`src/rtl/morse_pkg.sv`:
```
// Shared Morse definitions: symbol codes for the letter decoder, sequencer state
// encoding and the unit multipliers that set the dit/dah, gap and space thresholds.
package morse_pkg;

   typedef enum logic [2:0] {
      SymWait  = 3'd0,
      SymDit   = 3'd1,
      SymDah   = 3'd2,
      SymGap   = 3'd3,
      SymSpace = 3'd4
   } symbol_e;

   typedef enum logic [1:0] {
      StIdle,
      StMark,
      StIntra,
      StWord
   } seq_state_e;

   localparam int unsigned DahMult   = 2;
   localparam int unsigned GapMult   = 2;
   localparam int unsigned SpaceMult = 5;

   function automatic int unsigned units_to_cycles(input int unsigned units,
                                                   input int unsigned unit_cycles);
      return units * unit_cycles;
   endfunction

endpackage

```
`src/rtl/morse_key_debounce.sv`:
```
// Two-flop synchronizer for the raw key, followed by a stable-count filter when
// MORSE_KEY_DEBOUNCE_EN is defined.
module morse_key_debounce #(
   parameter int unsigned DEBOUNCE_CYCLES = 16
) (
   input  logic clk,
   input  logic rst_n,
   input  logic key_in,
   output logic key_out
);

   logic [1:0] sync_q;

   if (DEBOUNCE_CYCLES == 0) begin : g_bad_debounce
      $error("DEBOUNCE_CYCLES must be >= 1");
   end

   always_ff @(posedge clk or negedge rst_n) begin
      if (!rst_n) begin
         sync_q <= '0;
      end else begin
         sync_q <= {sync_q[0], key_in};
      end
   end

`ifdef MORSE_KEY_DEBOUNCE_EN
   localparam int unsigned DbW = $clog2(DEBOUNCE_CYCLES + 1);

   logic           key_q, key_d;
   logic [DbW-1:0] db_cnt_q, db_cnt_d;

   // Count consecutive cycles the synchronized level disagrees with the filtered one.
   always_comb begin
      key_d    = key_q;
      db_cnt_d = '0;
      if (sync_q[1] != key_q) begin
         if (db_cnt_q == DbW'(DEBOUNCE_CYCLES - 1)) begin
            key_d = sync_q[1];
         end else begin
            db_cnt_d = db_cnt_q + 1'b1;
         end
      end
   end

   always_ff @(posedge clk or negedge rst_n) begin
      if (!rst_n) begin
         key_q    <= 1'b0;
         db_cnt_q <= '0;
      end else begin
         key_q    <= key_d;
         db_cnt_q <= db_cnt_d;
      end
   end

   assign key_out = key_q;
`else
   assign key_out = sync_q[1];
`endif

endmodule

```
`src/rtl/morse_key_sequencer.sv`:
```
// Times Morse key marks and spaces in dot units and emits one-cycle WAIT/DIT/DAH/GAP/SPACE
// symbols. Optional key debouncing is enabled with the MORSE_KEY_DEBOUNCE_EN macro.
module morse_key_sequencer
   import morse_pkg::*;
#(
   parameter int unsigned UNIT_CYCLES     = 1000,
   parameter int unsigned CNT_W           = 16,
   parameter int unsigned DEBOUNCE_CYCLES = 16
) (
   input  logic       clk,
   input  logic       rst_n,
   input  logic       key_in,
   input  logic       enable,
   output logic [2:0] symbol,
   output logic       symbol_valid,
   output logic       busy
);

   localparam logic [CNT_W-1:0] DahCnt   = CNT_W'(units_to_cycles(DahMult, UNIT_CYCLES));
   localparam logic [CNT_W-1:0] GapCnt   = CNT_W'(units_to_cycles(GapMult, UNIT_CYCLES));
   localparam logic [CNT_W-1:0] SpaceCnt = CNT_W'(units_to_cycles(SpaceMult, UNIT_CYCLES));
   localparam logic [CNT_W-1:0] CntOne   = CNT_W'(1);

   if (UNIT_CYCLES < 2) begin : g_bad_unit
      $error("UNIT_CYCLES must be >= 2");
   end

   logic             key;
   seq_state_e       state_q, state_d;
   logic [CNT_W-1:0] cnt_q, cnt_d;
   symbol_e          symbol_q, symbol_d;

   morse_key_debounce #(
      .DEBOUNCE_CYCLES (DEBOUNCE_CYCLES)
   ) u_debounce (
      .clk     (clk),
      .rst_n   (rst_n),
      .key_in  (key_in),
      .key_out (key)
   );

   always_comb begin
      state_d  = state_q;
      cnt_d    = cnt_q;
      symbol_d = SymWait;
      if (!enable) begin
         state_d = StIdle;
         cnt_d   = '0;
      end else begin
         unique case (state_q)
            StIdle: begin
               if (key) begin
                  state_d = StMark;
                  cnt_d   = CntOne;
               end
            end
            StMark: begin
               if (key) begin
                  if (cnt_q != '1) begin
                     cnt_d = cnt_q + 1'b1;
                  end
               end else begin
                  symbol_d = (cnt_q < DahCnt) ? SymDit : SymDah;
                  state_d  = StIntra;
                  cnt_d    = CntOne;
               end
            end
            StIntra: begin
               if (cnt_q == GapCnt) begin
                  symbol_d = SymGap;
                  state_d  = StWord;
               end
               // A press on the threshold cycle still lets the GAP out.
               if (key) begin
                  state_d = StMark;
                  cnt_d   = CntOne;
               end else begin
                  cnt_d = cnt_q + 1'b1;
               end
            end
            StWord: begin
               if (key) begin
                  state_d = StMark;
                  cnt_d   = CntOne;
               end else if (cnt_q == SpaceCnt) begin
                  state_d = StIdle;
                  cnt_d   = '0;
               end else begin
                  cnt_d = cnt_q + 1'b1;
               end
               if (cnt_q == SpaceCnt) begin
                  symbol_d = SymSpace;
               end
            end
            default: begin
               state_d = StIdle;
               cnt_d   = '0;
            end
         endcase
      end
   end

   always_ff @(posedge clk or negedge rst_n) begin
      if (!rst_n) begin
         state_q  <= StIdle;
         cnt_q    <= '0;
         symbol_q <= SymWait;
      end else begin
         state_q  <= state_d;
         cnt_q    <= cnt_d;
         symbol_q <= symbol_d;
      end
   end

   assign symbol       = symbol_q;
   assign symbol_valid = (symbol_q != SymWait);
   assign busy         = (state_q != StIdle);

endmodule

```
`config.mk`:
```
export PLATFORM = sky130hd
export DESIGN_NAME = morse_key_sequencer
export DESIGN_NICKNAME = d
export VERILOG_FILES = /design/src/rtl/morse_pkg.sv /design/src/rtl/morse_key_debounce.sv /design/src/rtl/morse_key_sequencer.sv
export SDC_FILE = /design/constraint.sdc
export NUM_CORES = 1
export LEC_CHECK = 0
export ABC_CLOCK_PERIOD_IN_PS = 2400
export BUFFER_PORTS_ARGS = -buffer_cell sky130_fd_sc_hd__buf_2
export CAP_MARGIN = 0
export CORE_UTILIZATION = 39
export DETAILED_ROUTE_END_ITERATION = 6
export GPL_ROUTABILITY_DRIVEN = 0
export PLACE_DENSITY_LB_ADDON = 0.05
export SYNTH_ARGS = -nofsm -noshare
export SYNTH_HDL_FRONTEND = slang
export SYNTH_HIERARCHICAL = 1
export SYNTH_SLANG_ARGS = --single-unit
```
`constraint.sdc`:
```
create_clock -name clk -period 2.4 [get_ports clk]
set_input_delay 0.36 -clock clk [delete_from_list [all_inputs] [get_ports clk]]
set_output_delay 0.36 -clock clk [all_outputs]
set_load 0.005 [all_outputs]
```
==> results of run 1 <==
[through the flow]
stage	TNS [ns]	hold WS (ns)	instance area, um2
6_report	0	0.0004970	1594
5_1_grt	-0.03549	0.02742	1594
4_1_cts	0	0.01534	1577
3_5_place_dp	0	0.3364	1550
3_3_place_gp	0	0.3320	1550
2_1_floorplan	0	0.06441	1410
[path summary, 6_finish.rpt]
kind / from / endpoint / slack (ns) / cells past startpoint
setup / recovery: cnt_q[0]$_DFFE_PN0P_ / cnt_q[12]$_DFFE_PN0P_ / 0.12 / 8
max in group asynchronous: rst_n / cnt_q[7]$_DFFE_PN0P_ / 2.06 / 1
hold reg to reg: u_debounce/sync_q[0]$_DFF_PN0_ / u_debounce/sync_q[1]$_DFF_PN0_ / 0.36 / 0
setup reg to reg: cnt_q[0]$_DFFE_PN0P_ / cnt_q[12]$_DFFE_PN0P_ / 0.12 / 8
hold / removal: rst_n / state_q[0]$_DFFE_PN0P_ / 0.0005 / 1
min in group clk: key_in / u_debounce/sync_q[0]$_DFF_PN0_ / 0.15 / 1
[Yosys cell counts, types with 3 or more instances]
cell type / instances
dfrtp_1: 23
inv_1: 10
nor3_1: 5
a21oi_1: 13
nand3_1: 15
nand2_1: 8
or4_2: 4
or2_2: 3
a22o_1: 6
nor2_1: 8
o21ai_0: 7
o21ai_1: 3
[flip-flops by register name (all words and copies together) (netlist names)]
| signal | cells |
|---|---|
| u_debounce/sync_q | 2 |
| state_q | 2 |
| cnt_q | 16 |
| symbol | 3 |
[timing repair]
action / CTS / global route
gates resized for setup: 0 / 2
endpoints found under the setup margin: 0 / 4
hold endpoints to repair: 0 / 0
[report_power, final]
part           internal [mW]  switching [mW]
Sequential             0.395         0.00718
Clock                 0.0649           0.113
Combinational         0.0367          0.0551
[logic make-up after synthesis]
group	count (synthesis)	synth area share, %
and+or+nand+nor	68	30.35
DFF	23	40.82
muxes	1	0.7099
buffers and inverters	16	5.502
adders and majority gates	2	1.774
AOI/OAI and AO/OA	44	20.85
[final cells by class]
class | instances | area share (%)
Inverter | 10 | 2.355
Timing Repair Buffer | 19 | 7.692
Clock buffer | 4 | 1.648
Sequential cell | 23 | 36.11
Multi-Input combinational cell | 115 | 48.59
Tap cell | 46 | 3.611
[per-layer routing]
metal  GRT usage (%)  vias up  wire, um
met1           25.29      592      1532
met3           2.574        7       160
met5               0        -         0
met4           6.686        0        63
met2           28.57       40      1480
li1                -      619         -
==> flow_metrics.py, run 1 <==
metrics = {
    "synth": {
        "synth-main-ff-cell": "dfrtp_1",
        "ys_seq_area_share_pct": 40.82,
        "synth_top_area_share_pct": 40.82,
        "synth_largest_area_cell": "dfrtp_1",
        "synth-edff-count": 0,
        "yosys_warnings": 6,
        "synth_cell_type_count": 48,
        "async_flop_share_pct": 100.0,
        "syn_avg_cell_area_um2": 9.157,
        "synth_nets": 160,
        "netlist_instances": 154,
        "synthTopCellsByArea": "dfrtp_1 (41%), nand3_1 (5.3%), a21oi_1 (4.6%)",
        "synth-seq-cells": 23,
        "syn_area_um2": 1410,
    },
    "grt": {
        "antenna_found_initial": 0,
        "gr-total-overflow": 0,
        "track_usage_pct": 18.15,
        "grt_max_degree": 24,
        "grt_pass1_vias": 1137,
        "grt_first_pass_wirelength_mm": 5.520,
    },
    "final_layout": {
        "final_common_cell": "dfrtp_1",
        "area_delta_synth_final_pct": 13.04,
        "final_cell_mix": "dfrtp_1 (23), nand3_1 (15), a21oi_1 (13)",
        "instances_no_fill": 217,
        "fill_cells": 323,
        "fin_util_pct": 47.03,
        "diodes": 0,
        "seqCellArea_um2": 575.6,
        "final_layout_size_suffix_gt1_share_pct": 23.39,
        "multi_input_area_um2": 774.5,
        "nets": 178,
    },
    "cts": {
        "clk_pin_slew_ns": 0.12,
        "cts_buffers": 3,
        "clock_path_buffers": 2,
        "clkLatencyLatePin_ns": 0.31,
        "cts_hold_buffers": 0,
        "cts_root_buf": "clkbuf_4",
        "postCtsSetupBuffers": 0,
        "cts_tree": "done",
        "cts_sinks": 23,
        "htreeDepth": 1,
    },
    "die": {
        "dieArea_um2": 3860,
        "core_area_um2": 3390,
        "initial_utilization_pct": 41.60,
        "rows": 21,
        "die_x_um": 62.13,
        "dieHeight_um": 62.13,
        "ios": 9,
    },
    "sta": {
        "min_period_ns": 2.278,
        "maxSlewViolCount": 0,
        "skew_ns": 0.001838,
        "hold_viol": 0,
        "max_slew_margin_pct": 66.27,
        "fin_crit_sh_pct": 94.90,
        "worst_slew_pin_slew_ns": 0.5006,
        "setup_ws_ns": 0.1224,
        "setup_viol": 0,
        "fmax_mhz": 439.1,
    },
    "critical_path": {
        "cp.required_ns": 2.61,
        "crit_type": "reg -> reg",
        "crit_fanout": 7,
        "crit_arrival_ns": 2.49,
        "path_cells": "inv_1, ha_1, or3b_2, nor4_4, a2bb2oi_4, buf_4, nor4_1, o21bai_1",
        "timing.critical_path.buf_inv": 2,
        "crit_slowest_cell": "or3b_2",
        "end_kind": "flop",
        "cpPeakStageDelay_ns": 0.50,
        "start_kind": "flop",
        "cpLargestDelayFamily": "simple AND/OR/NAND/NOR gates",
    },
    "pwr": {
        "peakVddDrop_uv": 215.5,
        "finalPower_mw": 0.6717,
        "leakagePower_nw": 0.6619,
        "power_density_nw_per_um2": 421.4,
    },
    "placement": {
        "dp_slack_ns": 0.1055,
        "portBuffers": 8,
        "hpwlAfterDp_mm": 2.467,
        "place_inst": 213,
    },
    "detailed_routing": {
        "antenna_left": 0,
        "dr.first_iter.drc_count": 72,
        "drtPass1Iterations": 4,
        "drc_errors": 0,
        "wl_per_cell_um": 14.92,
        "via_per_inst": 5.797,
        "num_vias": 1258,
        "detail_route.wirelength_mm": 3.237,
    },
    "run": {
        "cap_violations": 0,
    },
    "worst_hold_path": {
        "hold_path.class": "in -> async",
    },
    "status": {
        "status": "finished clean",
    },
}
(Power assumes the default switching activity.)
==> run 2, diff against run 1 <==
--- a/config.mk
+++ b/config.mk
@@ -8,11 +8,12 @@
 export ABC_CLOCK_PERIOD_IN_PS = 2400
 export BUFFER_PORTS_ARGS = -buffer_cell sky130_fd_sc_hd__buf_2
 export CAP_MARGIN = 0
+export CELL_PAD_IN_SITES_DETAIL_PLACEMENT = 1
+export CELL_PAD_IN_SITES_GLOBAL_PLACEMENT = 1
 export CORE_UTILIZATION = 39
 export DETAILED_ROUTE_END_ITERATION = 6
 export GPL_ROUTABILITY_DRIVEN = 0
 export PLACE_DENSITY_LB_ADDON = 0.05
 export SYNTH_ARGS = -nofsm -noshare
 export SYNTH_HDL_FRONTEND = slang
-export SYNTH_HIERARCHICAL = 1
 export SYNTH_SLANG_ARGS = --single-unit
==> run 2 against run 1 <==
  * Synthesized cell count shrank 6.5%
  * Global-route usage grew 3.8 points
  * Power shrank 3.3%
  * First-iteration DRC count grew 36%
  * Final cell count shrank 7.8%
  * Register-to-register slack gained 0.09 ns
  * The run now ends with hold timing left
  * Flip-flop and latch count is the same
  * Clock skew grew 0.0013 ns
  * Worst setup slack gained 0.086 ns
  * Design area shrank 6.9%
==> flow_metrics.py, run 2 <==
metrics = {
    "die": {
        "ios": 9,
        "core_area_um2": 3178,
        "rows": 20,
        "die_x_um": 60.84,
        "initial_utilization_pct": 42.48,
        "dieArea_um2": 3701,
        "dieHeight_um": 60.84,
    },
    "synth": {
        "synthTopCellsByArea": "dfrtp_1 (43%), a22o_1 (5.8%), nand2_1 (4.2%)",
        "synth-xor-area-share_pct": 0,
        "synth_compound_area_share_pct": 24.10,
        "synth_cell_type_count": 45,
        "synth-main-ff-cell": "dfrtp_1",
        "synth_top_family_by_area": "simple AND/OR/NAND/NOR gates",
        "syn_area_um2": 1350,
        "synthTopCellsByCount": "dfrtp_1 (23), nand2_1 (15), a22o_1 (9), nor2_1 (9), o21ai_0 (9)",
        "synth_top_area_share_pct": 42.63,
        "yosys.area_share.adder_pct": 1.854,
        "synth_most_common_cell": "dfrtp_1",
        "synth.area.mux_share_pct": 0,
        "ys_seq_area_share_pct": 42.63,
        "synth-simple-area-share_pct": 28.36,
        "synth_nets": 150,
        "syn_avg_cell_area_um2": 9.375,
        "netlist_instances": 144,
        "synth-edff-count": 0,
        "yosys_warnings": 0,
        "synth-seq-cells": 23,
        "synth_largest_area_cell": "dfrtp_1",
        "async_flop_share_pct": 100.0,
    },
    "critical_path": {
        "start_kind": "flop",
        "rrSetupSlack_ns": 0.21,
        "crit_fanout": 6,
        "worstReg2RegEnd": "cnt_q[13]$_DFFE_PN0P_",
        "end_kind": "flop",
        "r2r_start": "cnt_q[0]$_DFFE_PN0P_",
        "cp.required_ns": 2.62,
        "crit_type": "reg -> reg",
        "crit_arrival_ns": 2.41,
        "reg2reg_depth": 7,
    },
    "cts": {
        "cts_root_buf": "clkbuf_4",
        "ctsResizeCount": 0,
        "cts_sinks": 23,
        "cts_tree": "done",
        "clk_pin_slew_ns": 0.13,
        "postCtsSetupBuffers": 0,
        "cts_hold_buffers": 0,
        "clkLatencyLatePin_ns": 0.32,
        "htreeDepth": 1,
        "clock_path_buffers": 2,
        "cts_buffers": 3,
    },
    "final_layout": {
        "top_register": "cnt_q",
        "fin_util_pct": 46.69,
        "final_cell_mix": "dfrtp_1 (23), nand2_1 (15), nor2_1 (9), o21ai_0 (9), a22o_1 (9)",
        "largest_register_ffs": 16,
        "nets": 163,
        "final_layout_size_suffix_gt1_share_pct": 14.74,
        "diodes": 0,
        "fill_cells": 402,
        "final_common_cell": "dfrtp_1",
        "area_delta_synth_final_pct": 9.916,
    },
    "worst_hold_path": {
        "hold_path.class": "in -> async",
    },
    "pwr": {
        "intPower_mw": 0.4787,
        "peakVddDrop_uv": 212.2,
        "power_frac_seq_pct": 61.5,
        "pwr-share-clk_pct": 28.8,
        "power_density_nw_per_um2": 437.7,
        "pwr-share-comb_pct": 9.7,
        "p_sw_share_pct": 26.30,
        "power_switching_mw": 0.1708,
        "leakagePower_nw": 0.6553,
    },
    "grt": {
        "grt_first_pass_wirelength_mm": 5.906,
        "grt_max_degree": 24,
        "gr-total-overflow": 0,
        "track_usage_pct": 21.94,
        "antenna_found_initial": 0,
        "grt_pass1_vias": 1185,
    },
    "run": {
        "cap_violations": 0,
    },
    "detailed_routing": {
        "drc_errors": 0,
        "wl_per_cell_um": 17.40,
        "num_vias": 1184,
        "dr.first_iter.drc_count": 98,
        "drtPass1Iterations": 4,
        "via_per_inst": 5.920,
        "detail_route.wirelength_mm": 3.480,
        "antenna_left": 0,
    },
    "placement": {
        "hpwlAfterDp_mm": 2.562,
        "dp_slack_ns": 0.09368,
        "portBuffers": 8,
    },
    "status": {
        "status": "complete, but fails checks",
        "violations": "hold timing",
    },
    "sta": {
        "skew_ns": 0.003104,
        "hold_viol": 13,
        "setup_viol": 0,
        "worst_slew_pin_slew_ns": 0.5234,
        "min_period_ns": 2.192,
        "max_slew_margin_pct": 65.10,
        "fin_crit_sh_pct": 91.31,
        "setup_ws_ns": 0.2085,
        "fmax_mhz": 456.3,
        "fin_hold_ws_ns": -0.004212,
        "maxSlewViolCount": 0,
    },
}
==> run 2: how the worst max path moves through the flow <==
stage          depth (start not counted)            startpoint  slack [ns]                    end
6_report                               7  cnt_q[0]$_DFFE_PN0P_        0.21  cnt_q[13]$_DFFE_PN0P_
5_1_grt                                6  cnt_q[0]$_DFFE_PN0P_       -0.01  cnt_q[11]$_DFFE_PN0P_
4_1_cts                                7  cnt_q[0]$_DFFE_PN0P_        0.09  cnt_q[13]$_DFFE_PN0P_
3_5_place_dp                           7  cnt_q[0]$_DFFE_PN0P_        0.09  cnt_q[13]$_DFFE_PN0P_
3_3_place_gp                           7  cnt_q[0]$_DFFE_PN0P_        0.28   cnt_q[3]$_DFFE_PN0P_
2_1_floorplan                          8  cnt_q[0]$_DFFE_PN0P_        0.45  cnt_q[15]$_DFFE_PN0P_
==> run 2: area by class of cell <==
type | count | area, um2 | share of cell area [%]
tap | 44 | 55.05 | 3.710
clock buffer | 3 | 22.52 | 1.518
sequential | 23 | 575.6 | 38.79
clock inverter | 1 | 5.005 | 0.3373
multi-input combinational | 112 | 733.2 | 49.41
inverter | 4 | 15.01 | 1.012
timing repair buffer | 13 | 77.57 | 5.228
==> run 2: per-stage QoR <==
stage / instance area (um2) / cells / TNS (ns) / power (mW)
after floorplan: 1350 / 144 / 0 / 0.4436
after global placement: 1434 / 193 / 0 / 0.4651
after CTS: 1461 / 197 / 0 / 0.6581
after global routing: 1484 / 200 / -0.01246 / 0.6826
after detailed placement: 1434 / 193 / 0 / 0.4686
final: 1484 / 200 / 0 / 0.6495
==> run 2: worst max-delay path, stage by stage (launching register included) <==
cell and delay [ns]:
dfrtp_1 0.44, inv_1 0.09, ha_1 0.14, nor3b_1 0.32, nand4_2 0.21, o311a_1 0.47, a21o_1 0.19, a22o_1 0.23
==> run 2: cells by family after synthesis <==
logic type               count (synthesis)
AO/OA/AOI/OAI                           43
adder cells (fa/ha/maj)                  2
buffers and inverters                    9
flip-flops                              23
AND/OR/NAND/NOR                         67
==> run 2: per-layer routing <==
layer  global-route usage, %  share of wire [%]  vias to the layer above  wire length, um
met5                       0                  0                        -                0
met4                   6.818               0.83                        0               29
met3                   2.559                1.5                        4               51
met2                   35.01                 48                       10             1658
met1                   31.13                 50                      605             1740
li1                        -                  -                      565                -
==> run 2: power groups by stage <==
stage / Combinational, mW / Clock (mW) / Sequential (mW)
2_1_floorplan: 0.0383 / 0 / 0.405
3_5_place_dp: 0.0614 / 0 / 0.407
3_3_place_gp: 0.0589 / 0 / 0.406
4_1_cts: 0.0615 / 0.197 / 0.400
5_1_grt: 0.0714 / 0.210 / 0.401
6_report: 0.0628 / 0.187 / 0.400
